**config.mk**
```make
export PLATFORM = sky130hd
export DESIGN_NAME = mem_arbiter_flat
export DESIGN_NICKNAME = d
export VERILOG_FILES = /design/src/rtl/mem_arbiter_pkg.sv /design/src/rtl/mem_arbiter_if.sv /design/src/rtl/mem_arbiter_mux.sv /design/src/rtl/mem_arbiter.sv /design/src/flat_wrapper.sv
export SDC_FILE = /design/constraint.sdc
export NUM_CORES = 1
export LEC_CHECK = 0
export CORE_AREA = 2 2 333 335
export DETAILED_ROUTE_END_ITERATION = 12
export DIE_AREA = 0 0 335 337
export PLACE_DENSITY_LB_ADDON = 0.2
export RECOVER_POWER = 100
export SLEW_MARGIN = 20
export SYNTH_ARGS = -nofsm -noshare
export SYNTH_HDL_FRONTEND = slang
export SYNTH_SLANG_ARGS = --single-unit
```
**constraint.sdc**
```tcl
create_clock -name clk -period 1.7 [get_ports clk]
set_input_delay 0.255 -clock clk [delete_from_list [all_inputs] [get_ports clk]]
set_output_delay 0.255 -clock clk [all_outputs]
set_load 0.01 [all_outputs]
```
**src/rtl/mem_arbiter_pkg.sv**
```systemverilog
// Shared types for the two-master wishbone line arbiter.
// Default bus widths and watchdog length live here.
package mem_arbiter_pkg;

    localparam int ARB_ADDR_W  = 12;
    localparam int ARB_DATA_W  = 128;
    localparam int ARB_SEL_W   = ARB_DATA_W / 8;
    localparam int ARB_TIMEOUT = 1024;

    typedef enum logic [1:0] {
        ARB_IDLE,
        ARB_SERVE_I,
        ARB_SERVE_D
    } arb_state_t;

    typedef enum logic {
        GNT_I,
        GNT_D
    } arb_grant_t;

endpackage

```
**src/rtl/mem_arbiter_if.sv**
```systemverilog
// Single-beat wishbone line bus between a master and a slave.
// Modports are named from the side that plays each role.
interface mem_arbiter_if
    import mem_arbiter_pkg::*;
#(
    parameter int ADDR_W = ARB_ADDR_W,
    parameter int DATA_W = ARB_DATA_W,
    parameter int SEL_W  = ARB_SEL_W
) ();

    logic              cyc;
    logic              stb;
    logic              we;
    logic [ADDR_W-1:0] adr;
    logic [SEL_W-1:0]  sel;
    logic [DATA_W-1:0] dat_m;
    logic              ack;
    logic [DATA_W-1:0] dat_s;

    modport master (
        output cyc, stb, we, adr, sel, dat_m,
        input  ack, dat_s
    );

    modport slave (
        input  cyc, stb, we, adr, sel, dat_m,
        output ack, dat_s
    );

endinterface

```
**src/rtl/mem_arbiter_mux.sv**
```systemverilog
// Steers the granted master onto pmem and routes ACK back to it.
// Purely combinational; selection comes from the registered arbiter state.
module mem_arbiter_mux
    import mem_arbiter_pkg::*;
(
    input  arb_state_t    state,
    mem_arbiter_if.slave  ifetch,
    mem_arbiter_if.slave  memory,
    mem_arbiter_if.master pmem
);

    always_comb begin
        pmem.cyc   = 1'b0;
        pmem.stb   = 1'b0;
        pmem.we    = 1'b0;
        pmem.adr   = '0;
        pmem.sel   = '0;
        pmem.dat_m = '0;
        ifetch.ack = 1'b0;
        memory.ack = 1'b0;
        unique case (state)
            ARB_SERVE_I: begin
                pmem.cyc   = ifetch.cyc;
                pmem.stb   = ifetch.stb;
                pmem.we    = ifetch.we;
                pmem.adr   = ifetch.adr;
                pmem.sel   = ifetch.sel;
                pmem.dat_m = ifetch.dat_m;
                ifetch.ack = pmem.ack;
            end
            ARB_SERVE_D: begin
                pmem.cyc   = memory.cyc;
                pmem.stb   = memory.stb;
                pmem.we    = memory.we;
                pmem.adr   = memory.adr;
                pmem.sel   = memory.sel;
                pmem.dat_m = memory.dat_m;
                memory.ack = pmem.ack;
            end
            default: ;
        endcase
    end

    // Read data is shared; only the ACK tells a master it is theirs.
    assign ifetch.dat_s = pmem.dat_s;
    assign memory.dat_s = pmem.dat_s;

endmodule

```
**src/rtl/mem_arbiter.sv**
```systemverilog
// Round-robin arbiter merging ifetch and memory onto one pmem port,
// grant held until ACK, with a sticky no-ACK watchdog flag.
module mem_arbiter
    import mem_arbiter_pkg::*;
#(
    parameter int TIMEOUT = ARB_TIMEOUT
) (
    input  logic          clk,
    input  logic          rst_n,
    mem_arbiter_if.slave  ifetch,
    mem_arbiter_if.slave  memory,
    mem_arbiter_if.master pmem,
    output logic          arb_timeout
);

    localparam int             WD_W   = $clog2(TIMEOUT + 2);
    localparam logic [WD_W-1:0] WD_MAX = WD_W'(TIMEOUT);
    localparam logic [WD_W-1:0] WD_ONE = WD_W'(1);

    arb_state_t      state;
    arb_grant_t      last_grant;
    logic [WD_W-1:0] wd_cnt;
    logic            req_i;
    logic            req_d;
    logic            gnt_cyc;
    logic            stall;
    logic            wd_hit;

    assign req_i = ifetch.cyc & ifetch.stb;
    assign req_d = memory.cyc & memory.stb;

    assign gnt_cyc = (state == ARB_SERVE_I) ? ifetch.cyc
                   : (state == ARB_SERVE_D) & memory.cyc;
    assign stall   = gnt_cyc & ~pmem.ack;
    assign wd_hit  = (TIMEOUT != 0) && stall && (wd_cnt == WD_MAX - WD_ONE);

    // On ACK the waiting master takes over directly, so no IDLE bubble.
    always_ff @(posedge clk) begin
        if (!rst_n) begin
            state      <= ARB_IDLE;
            last_grant <= GNT_I;
        end else begin
            unique case (state)
                ARB_IDLE: begin
                    if (req_d && (!req_i || last_grant == GNT_I)) begin
                        state      <= ARB_SERVE_D;
                        last_grant <= GNT_D;
                    end else if (req_i) begin
                        state      <= ARB_SERVE_I;
                        last_grant <= GNT_I;
                    end
                end
                ARB_SERVE_I: begin
                    if (pmem.ack) begin
                        if (req_d) begin
                            state      <= ARB_SERVE_D;
                            last_grant <= GNT_D;
                        end else begin
                            state <= ARB_IDLE;
                        end
                    end else if (!ifetch.cyc) begin
                        state <= ARB_IDLE;
                    end
                end
                ARB_SERVE_D: begin
                    if (pmem.ack) begin
                        if (req_i) begin
                            state      <= ARB_SERVE_I;
                            last_grant <= GNT_I;
                        end else begin
                            state <= ARB_IDLE;
                        end
                    end else if (!memory.cyc) begin
                        state <= ARB_IDLE;
                    end
                end
                default: state <= ARB_IDLE;
            endcase
        end
    end

    // Any cycle that is not a stalled grant (idle, ACK, abort) restarts the count.
    always_ff @(posedge clk) begin
        if (!rst_n) begin
            wd_cnt      <= '0;
            arb_timeout <= 1'b0;
        end else begin
            if (!stall) begin
                wd_cnt <= '0;
            end else if (wd_cnt != WD_MAX) begin
                wd_cnt <= wd_cnt + WD_ONE;
            end
            if (wd_hit) begin
                arb_timeout <= 1'b1;
            end
        end
    end

    mem_arbiter_mux u_mux (
        .state  (state),
        .ifetch (ifetch),
        .memory (memory),
        .pmem   (pmem)
    );

endmodule

```
**src/flat_wrapper.sv**
```systemverilog
// flat-port wrapper written by rule: the top's interface ports become plain ports
module mem_arbiter_flat import mem_arbiter_pkg::*;
#(
    parameter int TIMEOUT = ARB_TIMEOUT
)
  (clk, rst_n, arb_timeout, ifetch_cyc, ifetch_stb, ifetch_we, ifetch_adr, ifetch_sel, ifetch_dat_m, ifetch_ack, ifetch_dat_s, memory_cyc, memory_stb, memory_we, memory_adr, memory_sel, memory_dat_m, memory_ack, memory_dat_s, pmem_cyc, pmem_stb, pmem_we, pmem_adr, pmem_sel, pmem_dat_m, pmem_ack, pmem_dat_s);
  mem_arbiter_if ifetch_i ();
  mem_arbiter_if memory_i ();
  mem_arbiter_if pmem_i ();
  input  logic clk;
  input  logic rst_n;
  output logic arb_timeout;
  input wire logic [$bits(ifetch_i.cyc)-1:0] ifetch_cyc;
  input wire logic [$bits(ifetch_i.stb)-1:0] ifetch_stb;
  input wire logic [$bits(ifetch_i.we)-1:0] ifetch_we;
  input wire logic [$bits(ifetch_i.adr)-1:0] ifetch_adr;
  input wire logic [$bits(ifetch_i.sel)-1:0] ifetch_sel;
  input wire logic [$bits(ifetch_i.dat_m)-1:0] ifetch_dat_m;
  output wire logic [$bits(ifetch_i.ack)-1:0] ifetch_ack;
  output wire logic [$bits(ifetch_i.dat_s)-1:0] ifetch_dat_s;
  input wire logic [$bits(memory_i.cyc)-1:0] memory_cyc;
  input wire logic [$bits(memory_i.stb)-1:0] memory_stb;
  input wire logic [$bits(memory_i.we)-1:0] memory_we;
  input wire logic [$bits(memory_i.adr)-1:0] memory_adr;
  input wire logic [$bits(memory_i.sel)-1:0] memory_sel;
  input wire logic [$bits(memory_i.dat_m)-1:0] memory_dat_m;
  output wire logic [$bits(memory_i.ack)-1:0] memory_ack;
  output wire logic [$bits(memory_i.dat_s)-1:0] memory_dat_s;
  output wire logic [$bits(pmem_i.cyc)-1:0] pmem_cyc;
  output wire logic [$bits(pmem_i.stb)-1:0] pmem_stb;
  output wire logic [$bits(pmem_i.we)-1:0] pmem_we;
  output wire logic [$bits(pmem_i.adr)-1:0] pmem_adr;
  output wire logic [$bits(pmem_i.sel)-1:0] pmem_sel;
  output wire logic [$bits(pmem_i.dat_m)-1:0] pmem_dat_m;
  input wire logic [$bits(pmem_i.ack)-1:0] pmem_ack;
  input wire logic [$bits(pmem_i.dat_s)-1:0] pmem_dat_s;
  assign ifetch_i.cyc = ifetch_cyc;
  assign ifetch_i.stb = ifetch_stb;
  assign ifetch_i.we = ifetch_we;
  assign ifetch_i.adr = ifetch_adr;
  assign ifetch_i.sel = ifetch_sel;
  assign ifetch_i.dat_m = ifetch_dat_m;
  assign ifetch_ack = ifetch_i.ack;
  assign ifetch_dat_s = ifetch_i.dat_s;
  assign memory_i.cyc = memory_cyc;
  assign memory_i.stb = memory_stb;
  assign memory_i.we = memory_we;
  assign memory_i.adr = memory_adr;
  assign memory_i.sel = memory_sel;
  assign memory_i.dat_m = memory_dat_m;
  assign memory_ack = memory_i.ack;
  assign memory_dat_s = memory_i.dat_s;
  assign pmem_cyc = pmem_i.cyc;
  assign pmem_stb = pmem_i.stb;
  assign pmem_we = pmem_i.we;
  assign pmem_adr = pmem_i.adr;
  assign pmem_sel = pmem_i.sel;
  assign pmem_dat_m = pmem_i.dat_m;
  assign pmem_i.ack = pmem_ack;
  assign pmem_i.dat_s = pmem_dat_s;
  mem_arbiter #(.TIMEOUT(TIMEOUT)) u_core (.clk(clk), .rst_n(rst_n), .ifetch(ifetch_i), .memory(memory_i), .pmem(pmem_i), .arb_timeout(arb_timeout));
endmodule
```
# Yosys cells after proc, flatten, opt, wreduce, memory -nomap -nowiden
# Cells that the tools add are included.
dict set report totals {
  register_bits 15
  wordCells 54
}
dict set report op_classes {
  add_sub_neg 1
  n_eq_ne 10
  n_mux 24
  n_bitwise 6
  reduce_logical 9
}
# operator n
set op_table {}
lappend op_table {{128-bit case mux with 2 select lines} 1}
lappend op_table {{16-bit case mux with 2 select lines} 1}
lappend op_table {{12-bit case mux with 2 select lines} 1}
lappend op_table {{2-bit 2-to-1 mux} 7}
lappend op_table {{11-bit by 1-bit adder with 11-bit output (second input constant)} 1}
lappend op_table {{11-bit by 10-bit equality test with 1-bit output (second input constant)} 1}
lappend op_table {{11-bit != test (second input constant)} 1}
lappend op_table {{1-bit 2-to-1 mux} 9}
lappend op_table {{3-bit != test (second input constant)} 2}
lappend op_table {{1-bit case mux with 2 select lines} 3}
lappend op_table {{2-bit case mux with 3 select lines} 1}
lappend op_table {{1-bit bitwise AND} 4}
lappend op_table {{2-bit != test (second input constant)} 2}
lappend op_table {{4-bit AND reduction} 1}
lappend op_table {{3-bit by 1-bit != test with 1-bit output (second input constant)} 1}
lappend op_table {{1-bit case mux with 3 select lines} 1}
lappend op_table {{3-bit AND reduction} 1}
lappend op_table {{3-bit nonzero test} 1}
lappend op_table {{2-bit by 1-bit equality test with 1-bit output (second input constant)} 1}
lappend op_table {{2-bit equality test (second input constant)} 1}
lappend op_table {{1-bit logical AND} 2}
lappend op_table {{2-bit logical NOT} 1}
lappend op_table {{2-bit by 1-bit != test with 1-bit output (second input constant)} 1}
lappend op_table {{1-bit inverter} 2}
lappend op_table {{3 further kinds} 3}

# Depth between registers and ports, before layout
dict set report logic_depth {
  word_depth 6
  ltp_mapped 7
}

# Hierarchy
# From an unflattened synthesis, not the netlist that was laid out.
dict set report unflattened {
  cells_unflattened 732
  area_unflattened_um2 5003.5
}
# module n_inst cells_each area_per_inst_um2 seq_area_each_um2
set by_module_without_submodules {}
lappend by_module_without_submodules {mem_arbiter_mux 1 634 4166.5 0.0}
lappend by_module_without_submodules {mem_arbiter 1 98 837.1 300.3}

# Worst setup path after synthesis
# OpenSTA, ideal clock, no wires.
dict set report synth_path {
  path_kind {reg-to-output}
  startpoint {reg u_core.state[0]}
  endpoint {out pmem_dat_m[69]}
  arrival_ns 1.582
  required_ns 1.445
  setup_slack_ns -0.137
  stages_incl_launch_ff 8
  path_cell_list {dfxtp_1 inv_1 ha_1 and2_1 buf_2 buf_2 buf_4 a22o_1}
}
dict set report synth_via {
  elab_chain_len 2
  elab_cells_between_ends 3
  classes_between {eq/ne (2); mux (1)}
}
# item line
set synth_lines {}
lappend synth_lines {{from (decl)} mem_arbiter.sv:20} ;# arb_state_t state;
lappend synth_lines {{from (signal assigned)} mem_arbiter.sv:40} ;# state <= ARB_IDLE;
lappend synth_lines {{from (signal assigned)} mem_arbiter.sv:46} ;# state <= ARB_SERVE_D;
lappend synth_lines {{from (signal assigned)} mem_arbiter.sv:49} ;# state <= ARB_SERVE_I;
lappend synth_lines {{2-bit equality test / 2-bit by 1-bit equality test with 1-bit output (equally long branches)} mem_arbiter_mux.sv:21} ;# unique case (state)
lappend synth_lines {{128-bit case mux with 2 select lines *} mem_arbiter_mux.sv:21}
lappend synth_lines {{to (decl)} flat_wrapper.sv:34} ;# output wire logic [$bits(pmem_i.dat_m)-1:0] pmem_dat_m;
# Every way passes the cells marked *; elsewhere a longest branch is shown, timed or not.

# Final worst setup path
dict set report layout_path {
  startpoint {reg u_core.state[0]}
  endpoint {out pmem_dat_m[43]}
}
# Same word-level chain as after synthesis.

==> parameters.txt <==
Parameter                              Value

Outcome
  Result of the run    finished, violations left
  Violations in the final reports    negative setup slack

Route
  Number of vias per cell after detailed routing    between 2 and 2.5
  ANT nets after route    0
  Total number of vias    approximately 5400
  Routed length per placed instance    about 21 µm
  DRC violations left    0
  WL final    approximately 47000 µm
  Drt initial violations    110
  1st-pass router iterations    4

Placed design
  Routability congestion estimate from global placement    between 0.7 and 0.8
  Placed wire-length estimate after detailed placement    roughly 38000 µm
  Area of placed instances    9770 µm²
  Port-buffer cells    approximately 480
  Setup Slack @ Placement    -0.627 ns

Critical path
  Startpoint kind of the worst setup timing path    flop
  Most frequent CP cell    sky130_fd_sc_hd__buf_12
  Required time of the critical path    1.44 ns
  Endpoint kind of the worst setup timing path    output pin
  Cell with the largest stage delay on the worst path    sky130_fd_sc_hd__dfxtp_2
  Data arrival time of the critical path    a little over 2 ns
  Slowest stage delay, CP    0.34 ns
  Path depth of the worst reg2reg path    9
  CP Cell Sequence    inv_2, ha_4, and2_4, buf_12, buf_12, buf_16, buf_12, a22o_4, buf_12
  Crit path kind    reg2out
  Critical-path maximum fanout    8

STA
  Final setup slack of the worst path    -0.601 ns
  Slew Limit Fails    0
  Final count of negative-setup-slack endpoints    around 170
  Shortest clock period the worst path allows after layout    2.30 ns
  Post-route fraction of the period consumed by the critical path    135%
  TNS Setup    -74.84 ns
  Final Skew    between 0.0015 and 0.002 ns
  Number of hold violations in the final report    0
  Least-Margin Pin Slew    approximately 0.36 ns
  Unrepaired setup endpoints after global routing    yes
  Top achievable clock speed    roughly 430 MHz
  Slew Limit Headroom    between 70% and 80%

Job
  Number of maximum-capacitance violations    0

Final layout
  Summed area of non-filler cells in the final layout    ~11000 µm²
  Number of nets in the layout    between 1000 and 1500
  Most common library cell in the layout ignoring fill and taps    sky130_fd_sc_hd__clkdlybuf4s50_1
  Core utilization of the finished layout    10.2%
  Number of inserted filler cells in the final layout    around 13000
  Area growth syn-to-layout    151%
  Fraction of layout cells with a size suffix above 1    a little over two fifths
  Most frequent cells in the layout    sky130_fd_sc_hd__clkdlybuf4s50_1, sky130_fd_sc_hd__a22o_1, sky130_fd_sc_hd__buf_6, sky130_fd_sc_hd__buf_2, sky130_fd_sc_hd__a22o_4

Power and ir drop
  Leakage power    around 0.0044 µW
  Total power per unit cell area    between 300 and 400 nW/µm²
  Maximum vdd ir drop    0.316 mV

Worst hold path
  Class of the worst hold path    reg2reg
  Hold Path Depth    2

Die
  Die area    113000 µm²
  Cell Rows    122
  Ports    roughly 870
  DIE WIDTH    335 µm
  Initial core utilization    4.07%
  Die Y-Extent    about 340 µm
  Core outline area    roughly 110000 µm²

Global routing
  Overall track demand over capacity in global routing    approximately 7.7%
  Via count of the first global-routing pass    5926
  Global-route congestion overflow total    0
  Global-route wire length before repair    ~57000 µm
  Antenna violations before repair    13
  Pin count of the biggest net entering global routing    18

Logic synthesis
  Post-synthesis sequential area ratio    between 6 and 7%
  Synth top area cells    sky130_fd_sc_hd__buf_4, sky130_fd_sc_hd__a22o_1, sky130_fd_sc_hd__dfxtp_1, sky130_fd_sc_hd__buf_6, sky130_fd_sc_hd__ha_1
  Mapped Area    between 4000 and 5000 µm²
  Fraction of post-synthesis cell area in the top cell type by area    about 45%
  Number of library cell types mapped by synthesis    37
  Synthesized net count    roughly 1000
  Synthesis warning total    0
  Synth Instances    552
  Post-synthesis cell type with the largest combined area    sky130_fd_sc_hd__buf_4
  Post-Synthesis Mean Instance Area    between 8 and 9 µm²
  Number of flip-flops and latches in the synthesized netlist    15

Clock tree
  CTS root buf    sky130_fd_sc_hd__clkbuf_16
  CTS tree    yes
  H-tree depth reported by CTS    1
  Clock tree buffer depth    2
  TritonCTS buffer count    3
  Clock Sink Count    15
  Hold bufs inserted after CTS    0
  Worst-skew pair later-pin latency    between 0.2 and 0.3 ns
  Clock slew at reported path FFs    about 0.06 ns
per-layer routing:
layer | vias up | track usage, % | wire (µm)
met5 | - | 0.511 | 162
met4 | 16 | 0.544 | 296
met3 | 32 | 5.03 | 7130
met2 | 570 | 12.2 | 20900
met1 | 2434 | 8.86 | 18700
li1 | 2378 | - | -
area by class of cell:
type	instances	area (µm²)	area share (%)
antenna	1	2.50	0.0223
clock buffer	3	75.1	0.669
clock inverter	1	7.51	0.0669
inverter	8	32.5	0.290
multi-input combinational	236	2550	22.8
sequential	15	305	2.72
tap	1426	1780	15.9
timing repair buffer	600	6460	57.6
repair_timing:
item,CTS,global route
gates resized for setup,627,60
pin swaps,104,38
endpoints found under the setup margin,173,173
cloned,12,4
buffers inserted,31,12
synth_stat cells:
| cell type | instances |
|---|---|
| sky130_fd_sc_hd__buf_4 | 269 |
| sky130_fd_sc_hd__a22o_1 | 158 |
| sky130_fd_sc_hd__dfxtp_1 | 15 |
| sky130_fd_sc_hd__buf_2 | 14 |
| sky130_fd_sc_hd__nor2_1 | 12 |
| sky130_fd_sc_hd__buf_6 | 10 |
| sky130_fd_sc_hd__inv_1 | 8 |
| sky130_fd_sc_hd__nand2_1 | 8 |
| sky130_fd_sc_hd__xor2_1 | 7 |
| sky130_fd_sc_hd__ha_1 | 6 |
| sky130_fd_sc_hd__nand3_1 | 5 |
| sky130_fd_sc_hd__and2_1 | 3 |
| sky130_fd_sc_hd__nand2b_1 | 3 |
| sky130_fd_sc_hd__nand4_1 | 3 |
| sky130_fd_sc_hd__a21oi_1 | 2 |
| sky130_fd_sc_hd__a31oi_1 | 2 |
| sky130_fd_sc_hd__mux2i_1 | 2 |
| sky130_fd_sc_hd__nand3b_1 | 2 |
| sky130_fd_sc_hd__nor4_1 | 2 |
| sky130_fd_sc_hd__o21ai_0 | 2 |
| sky130_fd_sc_hd__o32ai_1 | 2 |
| sky130_fd_sc_hd__xnor2_1 | 2 |
| sky130_fd_sc_hd__a211o_1 | 1 |
| sky130_fd_sc_hd__a21oi_2 | 1 |
| sky130_fd_sc_hd__a22oi_1 | 1 |
| sky130_fd_sc_hd__a22oi_2 | 1 |
| sky130_fd_sc_hd__a2bb2oi_1 | 1 |
| sky130_fd_sc_hd__a311oi_1 | 1 |
| sky130_fd_sc_hd__and3_1 | 1 |
| sky130_fd_sc_hd__and3_2 | 1 |
| sky130_fd_sc_hd__and4_1 | 1 |
| sky130_fd_sc_hd__nand4b_1 | 1 |
| sky130_fd_sc_hd__nor4b_1 | 1 |
| sky130_fd_sc_hd__o31ai_1 | 1 |
| sky130_fd_sc_hd__o31ai_2 | 1 |
| sky130_fd_sc_hd__or3_4 | 1 |
| sky130_fd_sc_hd__or4_4 | 1 |
flip-flops by register name (all words and copies together), names as in the netlist:
signal,count
u_core.arb_timeout,1
u_core.wd_cnt,11
u_core.last_grant,1
u_core.state,2
power breakdown:
part / switching (µW) / leakage (µW) / internal (µW) / total (µW)
sequential: 12.4 / 0.000122 / 366 / 378
combinational: 1480 / 0.00420 / 2130 / 3610
clock: 179 / 0.0000371 / 318 / 497
path summary, 6_finish.rpt:
check                           from                 end  slack [ns]
setup / recovery     u_core.state[0]      pmem_dat_m[43]       -0.60
hold / removal    u_core.arb_timeout  u_core.arb_timeout        0.48
setup reg to reg     u_core.state[1]     u_core.state[1]       -0.17
hold reg to reg   u_core.arb_timeout  u_core.arb_timeout        0.48
worst max-delay path: cells and delay by family, from the launching register on:
| family | cells | cell delay (ns) |
|---|---|---|
| flip-flops | 1 | 0.34 |
| AO/OA/AOI/OAI | 1 | 0.28 |
| AND/OR/NAND/NOR | 1 | 0.15 |
| adder cells (fa/ha/maj) | 1 | 0.24 |
| buffers and inverters | 6 | 0.75 |
metrics by stage:
step                cells  hold slack [ns]  total power (µW)
floorplan             552            0.378              1830
global placement     2239            0.474              3450
detailed placement   2239            0.483              3430
CTS                  2283            0.494              4470
global route         2290            0.510              4770
finish               2290            0.478              4490
kinds of logic after synthesis:
family / synth area share (%)
buf+inv: 50.0
xor+xnor: 1.77
fa+ha+maj: 1.68
mux: 0.449
simple gates: 5.52
flops: 6.73
compound gates: 33.8
Note: power is estimated with default switching activity, not from simulation.
